`config.mk`:
```
export PLATFORM = sky130hd
export DESIGN_NAME = pipe_scoreboard_flat
export DESIGN_NICKNAME = d
export VERILOG_FILES = /design/src/rtl/pipe_scoreboard_if.sv /design/src/rtl/pipe_scoreboard.sv /design/src/flat_wrapper.sv
export SDC_FILE = /design/constraint.sdc
export NUM_CORES = 1
export LEC_CHECK = 0
export CORE_ASPECT_RATIO = 0.5
export CORE_MARGIN = 2
export CORE_UTILIZATION = 52
export CTS_BUF_LIST = sky130_fd_sc_hd__clkbuf_4 sky130_fd_sc_hd__clkbuf_8
export CTS_CLUSTER_DIAMETER = 150
export CTS_CLUSTER_SIZE = 40
export DETAILED_ROUTE_END_ITERATION = 8
export PLACE_DENSITY = 0.86
export SLEW_MARGIN = 20
export SYNTH_ARGS = -nofsm -noshare
export SYNTH_HDL_FRONTEND = slang
export SYNTH_SLANG_ARGS = --single-unit
export TNS_END_PERCENT = 1
```
`constraint.sdc`:
```
create_clock -name i_clk -period 3.5 [get_ports i_clk]
set_clock_uncertainty 0.05 [all_clocks]
set_input_delay 0.35 -clock i_clk [delete_from_list [all_inputs] [get_ports i_clk]]
set_output_delay 0.35 -clock i_clk [all_outputs]
set_load 0.01 [all_outputs]
```
`src/rtl/pipe_scoreboard_if.sv`:
```
`default_nettype none
// ----------------------------------------------------------------------------
// pipe_scoreboard_if : ID/WB/branch inputs and pipeline-control outputs. Rev 1.0
// ----------------------------------------------------------------------------
interface pipe_scoreboard_if #(
  parameter int CNT_W = 16
);
  logic             i_id_vld;
  logic [4:0]       i_id_rs1;
  logic [4:0]       i_id_rs2;
  logic             i_id_use_rs1;
  logic             i_id_use_rs2;
  logic [4:0]       i_id_rd;
  logic             i_id_wr_en;
  logic [4:0]       i_wb_rd;
  logic             i_wb_wr_en;
  logic             i_br_taken;
  logic             o_pc_en;
  logic             o_pass_s1;
  logic             o_pass_s2;
  logic             o_clr_s1;
  logic             o_clr_s2;
  logic             o_clr_s3;
  logic [31:0]      o_busy_map;
  logic [CNT_W-1:0] o_stall_cnt;
  logic [CNT_W-1:0] o_flush_cnt;
  logic [1:0]       o_state;

  modport master (
    output i_id_vld, i_id_rs1, i_id_rs2, i_id_use_rs1, i_id_use_rs2,
           i_id_rd, i_id_wr_en, i_wb_rd, i_wb_wr_en, i_br_taken,
    input  o_pc_en, o_pass_s1, o_pass_s2, o_clr_s1, o_clr_s2, o_clr_s3,
           o_busy_map, o_stall_cnt, o_flush_cnt, o_state
  );

  modport slave (
    input  i_id_vld, i_id_rs1, i_id_rs2, i_id_use_rs1, i_id_use_rs2,
           i_id_rd, i_id_wr_en, i_wb_rd, i_wb_wr_en, i_br_taken,
    output o_pc_en, o_pass_s1, o_pass_s2, o_clr_s1, o_clr_s2, o_clr_s3,
           o_busy_map, o_stall_cnt, o_flush_cnt, o_state
  );
endinterface
`default_nettype wire

```
`src/rtl/pipe_scoreboard.sv`:
```
`default_nettype none
// ----------------------------------------------------------------------------
// pipe_scoreboard : register busy-bit scoreboard with stall/flush control. Rev 1.0
// ----------------------------------------------------------------------------
module pipe_scoreboard #(
  parameter int CNT_W     = 16,
  parameter bit WB_BYPASS = 1'b0
) (
  input  logic              i_clk,
  input  logic              i_reset,
  pipe_scoreboard_if.slave  bus
);

  typedef enum logic [1:0] {
    S_HOLD  = 2'b00,
    S_RUN   = 2'b01,
    S_STALL = 2'b10,
    S_FLUSH = 2'b11
  } state_t;

  state_t           state_q, state_d;
  logic [31:0]      busy_q, busy_d;
  logic             ex_vld_q, ex_vld_d;
  logic [4:0]       ex_rd_q, ex_rd_d;
  logic [CNT_W-1:0] stall_cnt_q, stall_cnt_d;
  logic [CNT_W-1:0] flush_cnt_q, flush_cnt_d;

  logic [31:0]      wb_clr_vec;
  logic [31:0]      busy_vis;
  logic             hz_rs1, hz_rs2, hz_rd, hazard;
  logic             issue, stall_ev, flush_ev, id_writes;
  logic             pc_en, pass_s1, pass_s2, clr_s1, clr_s2, clr_s3;

  always_comb begin
    wb_clr_vec = '0;
    if (bus.i_wb_wr_en && (bus.i_wb_rd != 5'd0)) begin
      wb_clr_vec[bus.i_wb_rd] = 1'b1;
    end
  end

  // With bypass, a bit retiring this cycle is already invisible to ID.
  always_comb begin
    busy_vis    = WB_BYPASS ? (busy_q & ~wb_clr_vec) : busy_q;
    busy_vis[0] = 1'b0;
  end

  always_comb begin
    hz_rs1    = bus.i_id_use_rs1 && (bus.i_id_rs1 != 5'd0) && busy_vis[bus.i_id_rs1];
    hz_rs2    = bus.i_id_use_rs2 && (bus.i_id_rs2 != 5'd0) && busy_vis[bus.i_id_rs2];
    hz_rd     = bus.i_id_wr_en   && (bus.i_id_rd  != 5'd0) && busy_vis[bus.i_id_rd];
    hazard    = bus.i_id_vld && (hz_rs1 || hz_rs2 || hz_rd);
    id_writes = bus.i_id_wr_en && (bus.i_id_rd != 5'd0);
  end

  always_ff @(posedge i_clk or negedge i_reset) begin
    if (!i_reset) begin
      state_q <= S_HOLD;
    end else begin
      state_q <= state_d;
    end
  end

  always_comb begin
    state_d  = state_q;
    pc_en    = 1'b0;
    pass_s1  = 1'b0;
    pass_s2  = 1'b0;
    clr_s1   = 1'b1;
    clr_s2   = 1'b1;
    clr_s3   = 1'b1;
    issue    = 1'b0;
    stall_ev = 1'b0;
    flush_ev = 1'b0;
    case (state_q)
      S_HOLD: begin
        state_d = S_RUN;
      end
      default: begin
        if (bus.i_br_taken) begin
          pc_en    = 1'b1;
          pass_s1  = 1'b1;
          pass_s2  = 1'b1;
          flush_ev = 1'b1;
          state_d  = S_FLUSH;
        end else if (state_q == S_FLUSH) begin
          // Slot in ID was squashed by the redirect, so nothing issues.
          pc_en   = 1'b1;
          pass_s1 = 1'b1;
          pass_s2 = 1'b1;
          clr_s1  = 1'b0;
          clr_s3  = 1'b0;
          state_d = S_RUN;
        end else if (hazard) begin
          pass_s2  = 1'b1;
          clr_s1   = 1'b0;
          clr_s3   = 1'b0;
          stall_ev = 1'b1;
          state_d  = S_STALL;
        end else begin
          pc_en   = 1'b1;
          pass_s1 = 1'b1;
          pass_s2 = 1'b1;
          clr_s1  = 1'b0;
          clr_s2  = 1'b0;
          clr_s3  = 1'b0;
          issue   = bus.i_id_vld;
          state_d = S_RUN;
        end
      end
    endcase
  end

  // Set after clear so an issuing writer wins over a same-register writeback.
  always_comb begin
    busy_d = busy_q & ~wb_clr_vec;
    if (flush_ev && ex_vld_q) begin
      busy_d[ex_rd_q] = 1'b0;
    end
    if (issue && id_writes) begin
      busy_d[bus.i_id_rd] = 1'b1;
    end
    busy_d[0] = 1'b0;
  end

  // The EX tag only needs to name a real writer; anything else is a bubble.
  always_comb begin
    ex_vld_d = issue && id_writes;
    ex_rd_d  = bus.i_id_rd;
  end

  always_comb begin
    stall_cnt_d = stall_cnt_q;
    flush_cnt_d = flush_cnt_q;
    if (stall_ev && (stall_cnt_q != {CNT_W{1'b1}})) begin
      stall_cnt_d = stall_cnt_q + CNT_W'(1);
    end
    if (flush_ev && (flush_cnt_q != {CNT_W{1'b1}})) begin
      flush_cnt_d = flush_cnt_q + CNT_W'(1);
    end
  end

  always_ff @(posedge i_clk or negedge i_reset) begin
    if (!i_reset) begin
      busy_q      <= '0;
      ex_vld_q    <= 1'b0;
      ex_rd_q     <= 5'd0;
      stall_cnt_q <= '0;
      flush_cnt_q <= '0;
    end else begin
      busy_q      <= busy_d;
      ex_vld_q    <= ex_vld_d;
      ex_rd_q     <= ex_rd_d;
      stall_cnt_q <= stall_cnt_d;
      flush_cnt_q <= flush_cnt_d;
    end
  end

  assign bus.o_pc_en     = pc_en;
  assign bus.o_pass_s1   = pass_s1;
  assign bus.o_pass_s2   = pass_s2;
  assign bus.o_clr_s1    = clr_s1;
  assign bus.o_clr_s2    = clr_s2;
  assign bus.o_clr_s3    = clr_s3;
  assign bus.o_busy_map  = {busy_q[31:1], 1'b0};
  assign bus.o_stall_cnt = stall_cnt_q;
  assign bus.o_flush_cnt = flush_cnt_q;
  assign bus.o_state     = state_q;

endmodule
`default_nettype wire

```
`src/flat_wrapper.sv`:
```
// flat-port wrapper written by rule: the top's interface ports become plain ports
module pipe_scoreboard_flat 
#(
  parameter int CNT_W     = 16,
  parameter bit WB_BYPASS = 1'b0
)
  (i_clk, i_reset, bus_i_id_vld, bus_i_id_rs1, bus_i_id_rs2, bus_i_id_use_rs1, bus_i_id_use_rs2, bus_i_id_rd, bus_i_id_wr_en, bus_i_wb_rd, bus_i_wb_wr_en, bus_i_br_taken, bus_o_pc_en, bus_o_pass_s1, bus_o_pass_s2, bus_o_clr_s1, bus_o_clr_s2, bus_o_clr_s3, bus_o_busy_map, bus_o_stall_cnt, bus_o_flush_cnt, bus_o_state);
  pipe_scoreboard_if #(.CNT_W(CNT_W)) bus_i ();
  input  logic i_clk;
  input  logic i_reset;
  input wire logic [$bits(bus_i.i_id_vld)-1:0] bus_i_id_vld;
  input wire logic [$bits(bus_i.i_id_rs1)-1:0] bus_i_id_rs1;
  input wire logic [$bits(bus_i.i_id_rs2)-1:0] bus_i_id_rs2;
  input wire logic [$bits(bus_i.i_id_use_rs1)-1:0] bus_i_id_use_rs1;
  input wire logic [$bits(bus_i.i_id_use_rs2)-1:0] bus_i_id_use_rs2;
  input wire logic [$bits(bus_i.i_id_rd)-1:0] bus_i_id_rd;
  input wire logic [$bits(bus_i.i_id_wr_en)-1:0] bus_i_id_wr_en;
  input wire logic [$bits(bus_i.i_wb_rd)-1:0] bus_i_wb_rd;
  input wire logic [$bits(bus_i.i_wb_wr_en)-1:0] bus_i_wb_wr_en;
  input wire logic [$bits(bus_i.i_br_taken)-1:0] bus_i_br_taken;
  output wire logic [$bits(bus_i.o_pc_en)-1:0] bus_o_pc_en;
  output wire logic [$bits(bus_i.o_pass_s1)-1:0] bus_o_pass_s1;
  output wire logic [$bits(bus_i.o_pass_s2)-1:0] bus_o_pass_s2;
  output wire logic [$bits(bus_i.o_clr_s1)-1:0] bus_o_clr_s1;
  output wire logic [$bits(bus_i.o_clr_s2)-1:0] bus_o_clr_s2;
  output wire logic [$bits(bus_i.o_clr_s3)-1:0] bus_o_clr_s3;
  output wire logic [$bits(bus_i.o_busy_map)-1:0] bus_o_busy_map;
  output wire logic [$bits(bus_i.o_stall_cnt)-1:0] bus_o_stall_cnt;
  output wire logic [$bits(bus_i.o_flush_cnt)-1:0] bus_o_flush_cnt;
  output wire logic [$bits(bus_i.o_state)-1:0] bus_o_state;
  assign bus_i.i_id_vld = bus_i_id_vld;
  assign bus_i.i_id_rs1 = bus_i_id_rs1;
  assign bus_i.i_id_rs2 = bus_i_id_rs2;
  assign bus_i.i_id_use_rs1 = bus_i_id_use_rs1;
  assign bus_i.i_id_use_rs2 = bus_i_id_use_rs2;
  assign bus_i.i_id_rd = bus_i_id_rd;
  assign bus_i.i_id_wr_en = bus_i_id_wr_en;
  assign bus_i.i_wb_rd = bus_i_wb_rd;
  assign bus_i.i_wb_wr_en = bus_i_wb_wr_en;
  assign bus_i.i_br_taken = bus_i_br_taken;
  assign bus_o_pc_en = bus_i.o_pc_en;
  assign bus_o_pass_s1 = bus_i.o_pass_s1;
  assign bus_o_pass_s2 = bus_i.o_pass_s2;
  assign bus_o_clr_s1 = bus_i.o_clr_s1;
  assign bus_o_clr_s2 = bus_i.o_clr_s2;
  assign bus_o_clr_s3 = bus_i.o_clr_s3;
  assign bus_o_busy_map = bus_i.o_busy_map;
  assign bus_o_stall_cnt = bus_i.o_stall_cnt;
  assign bus_o_flush_cnt = bus_i.o_flush_cnt;
  assign bus_o_state = bus_i.o_state;
  pipe_scoreboard #(.CNT_W(CNT_W), .WB_BYPASS(WB_BYPASS)) u_core (.i_clk(i_clk), .i_reset(i_reset), .bus(bus_i));
endmodule
```
== Yosys cells after proc, flatten, opt, wreduce, memory -nomap -nowiden ==
Index checks and enable logic that the tools add are counted.

* Add/subtract/negate cells: 2
* $lt $le $gt $ge: 8
* Eq/ne operators: 3
* Muxes and demuxes: 38
* Bitwise gates (word level): 5
* Reductions and logical operators: 22

{| class="wikitable"
|+ Operator list
! cell !! number
|-
| $mux 32 || 3
|-
| $and 32x32->32 || 2
|-
| $not 32->32 || 2
|-
| $add 16x1->16 const B || 2
|-
| $ne 16x16->1 const B || 2
|-
| $or 32x32->32 || 1
|-
| $lt 5x6->1 const B || 5
|-
| $mux 1 || 25
|-
| $reduce_bool 5->1 || 4
|-
| $bmux 1 s5 || 3
|-
| $demux 1 s5 || 3
|-
| $ge 5x1->1 const B || 3
|-
| $logic_and 1x1->1 || 15
|-
| $mux 2 || 4
|-
| $eq 2x2->1 const B || 1
|-
| $logic_not 2->1 || 1
|-
| $logic_or 1x1->1 || 2
|}

* Bits in registers: 71
* Input bits: 28
* Output and inout bits: 72
* Word-level logic and storage cells: 84

== Longest topological paths before layout ==
* Word-level depth: 12
* Mapped depth: 11
* Gate-level depth less buffers: 8

== Least setup slack after synthesis ==
Ideal clock, no wire load.

* Path type: input-to-output
* Start point: input port bus_i_id_rs1[2]
* End point: output port bus_o_pc_en
* Arrival time: 2754 ps
* Data required time: 3100 ps
* Setup slack: 346 ps
* Cell stages on the path: 10
* Buffers on the path: 3
* Path through: buf_2 > mux2_1 > o311a_1 > a32o_1 > o211a_1 > or4b_1 > buf_2 > nand3b_1 > maj3_1 > buf_4

* Cells in the longest elaborated chain, start to end: 10
* Elaborated cells between the ends (all ways): 12
* Classes of those cells: mux: 6; reduce/logical: 6

{| class="wikitable"
|+ RTL lines
! item !! line !! RTL
|-
| from (decl) || flat_wrapper.sv:12 || <nowiki>input wire logic [$bits(bus_i.i_id_rs1)-1:0] bus_i_id_rs1;</nowiki>
|-
| $bmux 1 s5 / $reduce_bool 5->1 (equally long branches) || pipe_scoreboard.sv:48 || <nowiki>hz_rs1 = bus.i_id_use_rs1 && (bus.i_id_rs1 != 5'd0) && busy_vis[bus.i_id_rs1];</nowiki>
|-
| $mux 1 (not written as such) / $logic_and 1x1->1 (equally long branches) || pipe_scoreboard.sv:48 ||
|-
| $logic_and 1x1->1 (*) || pipe_scoreboard.sv:48 ||
|-
| $logic_or 1x1->1 (*) (2 in series) || pipe_scoreboard.sv:51 || <nowiki>hazard = bus.i_id_vld && (hz_rs1 || hz_rs2 || hz_rd);</nowiki>
|-
| $logic_and 1x1->1 (*) || pipe_scoreboard.sv:51 ||
|-
| $mux 1 (*) (4 in series) || - ||
|-
| to (decl) || flat_wrapper.sv:21 || <nowiki>output wire logic [$bits(bus_i.o_pc_en)-1:0] bus_o_pc_en;</nowiki>
|}

Mark *: on every way between the ends. The rest lies on a longest branch, timed or not. The select of a mux whose other input is x is not followed.

== Worst setup path in the final report ==
* Start point: register u_core.busy_q[3]
* End point: output port bus_o_pc_en

* Cells in the longest elaborated chain, start to end: 10
* Elaborated cells between the ends (all ways): 16
* Classes of those cells: mux: 10; reduce/logical: 6

{| class="wikitable"
|+ RTL lines
! item !! line !! RTL
|-
| from (decl) || pipe_scoreboard.sv:22 || <nowiki>logic [31:0] busy_q, busy_d;</nowiki>
|-
| from (signal assigned) || pipe_scoreboard.sv:150 || <nowiki>busy_q <= busy_d;</nowiki>
|-
| $bmux 1 s5, on equally long branches || pipe_scoreboard.sv:48, pipe_scoreboard.sv:49 ||
|-
| $mux 1, on equally long branches || pipe_scoreboard.sv:48, pipe_scoreboard.sv:49 ||
|-
| $logic_and 1x1->1, on equally long branches || pipe_scoreboard.sv:48, pipe_scoreboard.sv:49 ||
|-
| $logic_or 1x1->1 || pipe_scoreboard.sv:51 ||
|-
| $logic_or 1x1->1 (*) || pipe_scoreboard.sv:51 ||
|-
| $logic_and 1x1->1 (*) || pipe_scoreboard.sv:51 ||
|-
| $mux 1 (*) || pipe_scoreboard.sv:93 || <nowiki>end else if (hazard) begin</nowiki>
|-
| $mux 1 (*) || pipe_scoreboard.sv:85 || <nowiki>end else if (state_q == S_FLUSH) begin</nowiki>
|-
| $mux 1 (*) || pipe_scoreboard.sv:79 || <nowiki>if (bus.i_br_taken) begin</nowiki>
|-
| $mux 1 (*) || pipe_scoreboard.sv:74 || <nowiki>case (state_q)</nowiki>
|}

Marks and branches as above.

==> reports/qor.yml <==
num_vias: 4097
dp_hpwl_microns: 9820
regToRegEndpoint: "u_core.busy_q[22]"
netlist.area_leader.share_pct: 41.8
highest_layer: "met4"
p_sw_uw: 687
port_buffers: 98
hold_ws_ns: 0.0813
max_slew_margin_pct: 37.8
status: "finished with violations"
finalPower_mw: 2.18
routed_via_density: 6.22
pwr-share-comb_pct: 26.8
cts_buffer_depth: 2
crit_path_end_kind: "output port"
firstDrtPassIters: 6
max_freq_ghz: 0.285
switching_share_pct: 31.5
ys_ff_latch: 71
synthesis.instances: 404
grt_overflow_total: 0
synth.most_common_cell: "dfrtp_1"
synth-seq-area-share_pct: 41.8
synth_top_family_by_area: "simple AND/OR/NAND/NOR gates"
finalSetupTns_ns: -0.00280
synth_mux_area_share_pct: 13.3
dr_wl_met3_microns: 1330
tightest_slew_ns: 0.932
synth-edff-count: 0
std_cell_rows: 23
hold_viol: 0
drv_slew: 0
wire_per_inst_microns: 20.1
synth_fa_ha_area_share_pct: 0.825
synthesis.area_sq_um: 4250
path_max_fanout: 5
ir_worst_vdd_v: 0.000441
core_sq_um: 7970
synthTopCellsByArea: "dfrtp_1 (42%), mux4_2 (7.4%), o221ai_1 (6.2%)"
cts_buffers: 9
dp.cells: 643
fin_area_sq_um: 5830
p_int_mw: 1.49
crit_arrival_ns: 3.10
synth_common_cells: "dfrtp_1 (71), o21ai_1 (31), o221ai_1 (30)"
synth_fp_nets: 434
grt_pass1_wl_microns: 20300
instances_no_fill: 659
synth_compound_area_share_pct: 14.1
seq_power_share_pct: 47.0
h-tree-depth: 3
yosys.area.top_type: "dfrtp_1"
r2r_start: "u_core.busy_q[31]"
grt_pass1_vias: 3866
start_util_pct: 53.3
placed_cell_area_sq_um: 5640
worstPathRequired_ns: 3.10
clk_latency_ns: 0.35
ctsHoldBuffers: 0
drive_gt1_share_pct: 18.5
drcViolationCount: 0
synthFlopType: "dfrtp_1"
grtUsageTotal_pct: 30.1
clockRootBuffer: "clkbuf_8"
holdCritPathClass: "input pin to async pin"
syn_to_final_growth_pct: 37.3
cellLeakagePower_nw: 2.34
antenna_found_initial: 0
dieArea_sq_um: 8950
drtIter0Drc: 551
antennaDiodeCount: 0
cts_tree: "built"
synth_simple_gate_area_share_pct: 20.7
place.gp.congestion: 0.992
setup_slack_ns: -0.00280
synth_xor_area_share_pct: 6.19
layout_worst_path_cycle_share_pct: 100
synth.distinct_cells: 62
rsz0062_at_grt: "yes"
ant_nets: 0
min_period_ns: 3.50
drt-total-wl_microns: 13300
ff2ff_path_depth: 8
setup-violations-final: 1
nets: 572
wl_met2_microns: 5980
fp.dieH_microns: 67.9
rrSetupSlack_ns: 0.53
violations: "negative setup slack"
postCtsSetupBuffers: 0
clkTransAtPathRegs_ns: 0.08
m1WireLength_microns: 5540
io_pins: 100
cts_sinks: 71
clkPwrFrac_pct: 26.2
syn_area_per_cell_sq_um: 10.5
crit_type: "flip-flop to output port"
synthArstFlopShare_pct: 100
cp-start-kind: "flip-flop"
cellPowerDensity_nw_per_um2: 373
drv_cap: 0
dieWidth_microns: 132
synth_warnings: 0
grt_max_degree: 44
layer usage:
layer	GRT usage (%)	up-vias
met1	37.9	1977
met5	0	-
met4	15.8	0
li1	-	1837
met2	49.5	245
met3	7.63	38
sequential cells by signal, summed over array words and instances (netlist names):
signal and cells:
u_core.busy_q 31, u_core.ex_vld_q 1, u_core.ex_rd_q 5, u_core.bus.o_flush_cnt 16, u_core.bus.o_stall_cnt 16, u_core.bus.o_state 2
placed cells by master, fill, tap and decap left out, drive strengths merged, types with 3 or more instances in the layout:
cell           count
clkdlybuf4s50     92
dfrtp             71
buf               52
o21ai             32
o221ai            30
nand2             28
xnor2             25
nand3             23
nor2              18
nand3b            17
mux2i             15
mux4              14
clkbuf            11
nand4              9
mux2               9
nand2b             8
and3               8
or3b               7
or3                6
nor3               5
inv                5
xor2               5
a21oi              4
and2               4
clkinv             4
nor2b              3
clkinvlp           3
nor4               3
critical path, stage by stage, from the launching register on:
cell and delay [ns]:
dfrtp_1 0.48, mux2_1 0.34, a2111o_1 0.42, o211ai_1 0.17, o22ai_2 0.18, or4b_4 0.58, nand3b_1 0.12, maj3_2 0.23
clkdlybuf4s15_1 0.24
worst max path at each step:
stage	startpoint	end
global route	bus_i_id_rs1[0]	bus_o_pc_en
finish	u_core.busy_q[3]	bus_o_pc_en
floorplan	bus_i_id_rs1[2]	bus_o_pc_en
detailed placement	bus_i_id_rs2[0]	bus_o_pass_s1
CTS	bus_i_id_rs1[2]	bus_o_pass_s1
global placement	bus_i_id_rs2[0]	bus_o_clr_s2
logic make-up after synthesis:
group	after synthesis
AND/OR/NAND/NOR	150
AO/OA/AOI/OAI	84
flip-flops	71
multiplexers	38
XOR/XNOR	30
buffers and inverters	27
adder cells (fa/ha/maj)	3
other	1
area by class of cell:
class / count / area, sq um
repair buffers: 149 / 1360
fillers: 592 / 2140
clock buffers: 9 / 124
multi-input cells: 306 / 2370
clock inverters: 7 / 50.0
well taps: 112 / 140
flip-flops and latches: 71 / 1780
inverters: 5 / 18.8
through the flow:
step           utilization [%]  setup WS (ns)
2_1_floorplan                -          0.346
4_1_cts                   73.3       -0.00356
5_1_grt                   73.2        -0.0974
3_5_place_dp              70.7         -0.565
3_3_place_gp              70.7         -0.461
6_report                  73.2       -0.00280
power by group through the flow:
stage               Combinational [mW]  Sequential [mW]  Clock (mW)
finish                           0.584             1.02       0.571
floorplan                        0.233             1.04           0
global route                     0.631             1.03       0.613
detailed placement               0.579             1.03           0
CTS                              0.587             1.02       0.582
global placement                 0.566             1.03           0
repair_timing:
action                                  in CTS  in global routing
pin swaps                                    3                  0
resized for setup                           16                  3
endpoints found under the setup margin       3                  3
Note: power is estimated with default switching activity, not from simulation.
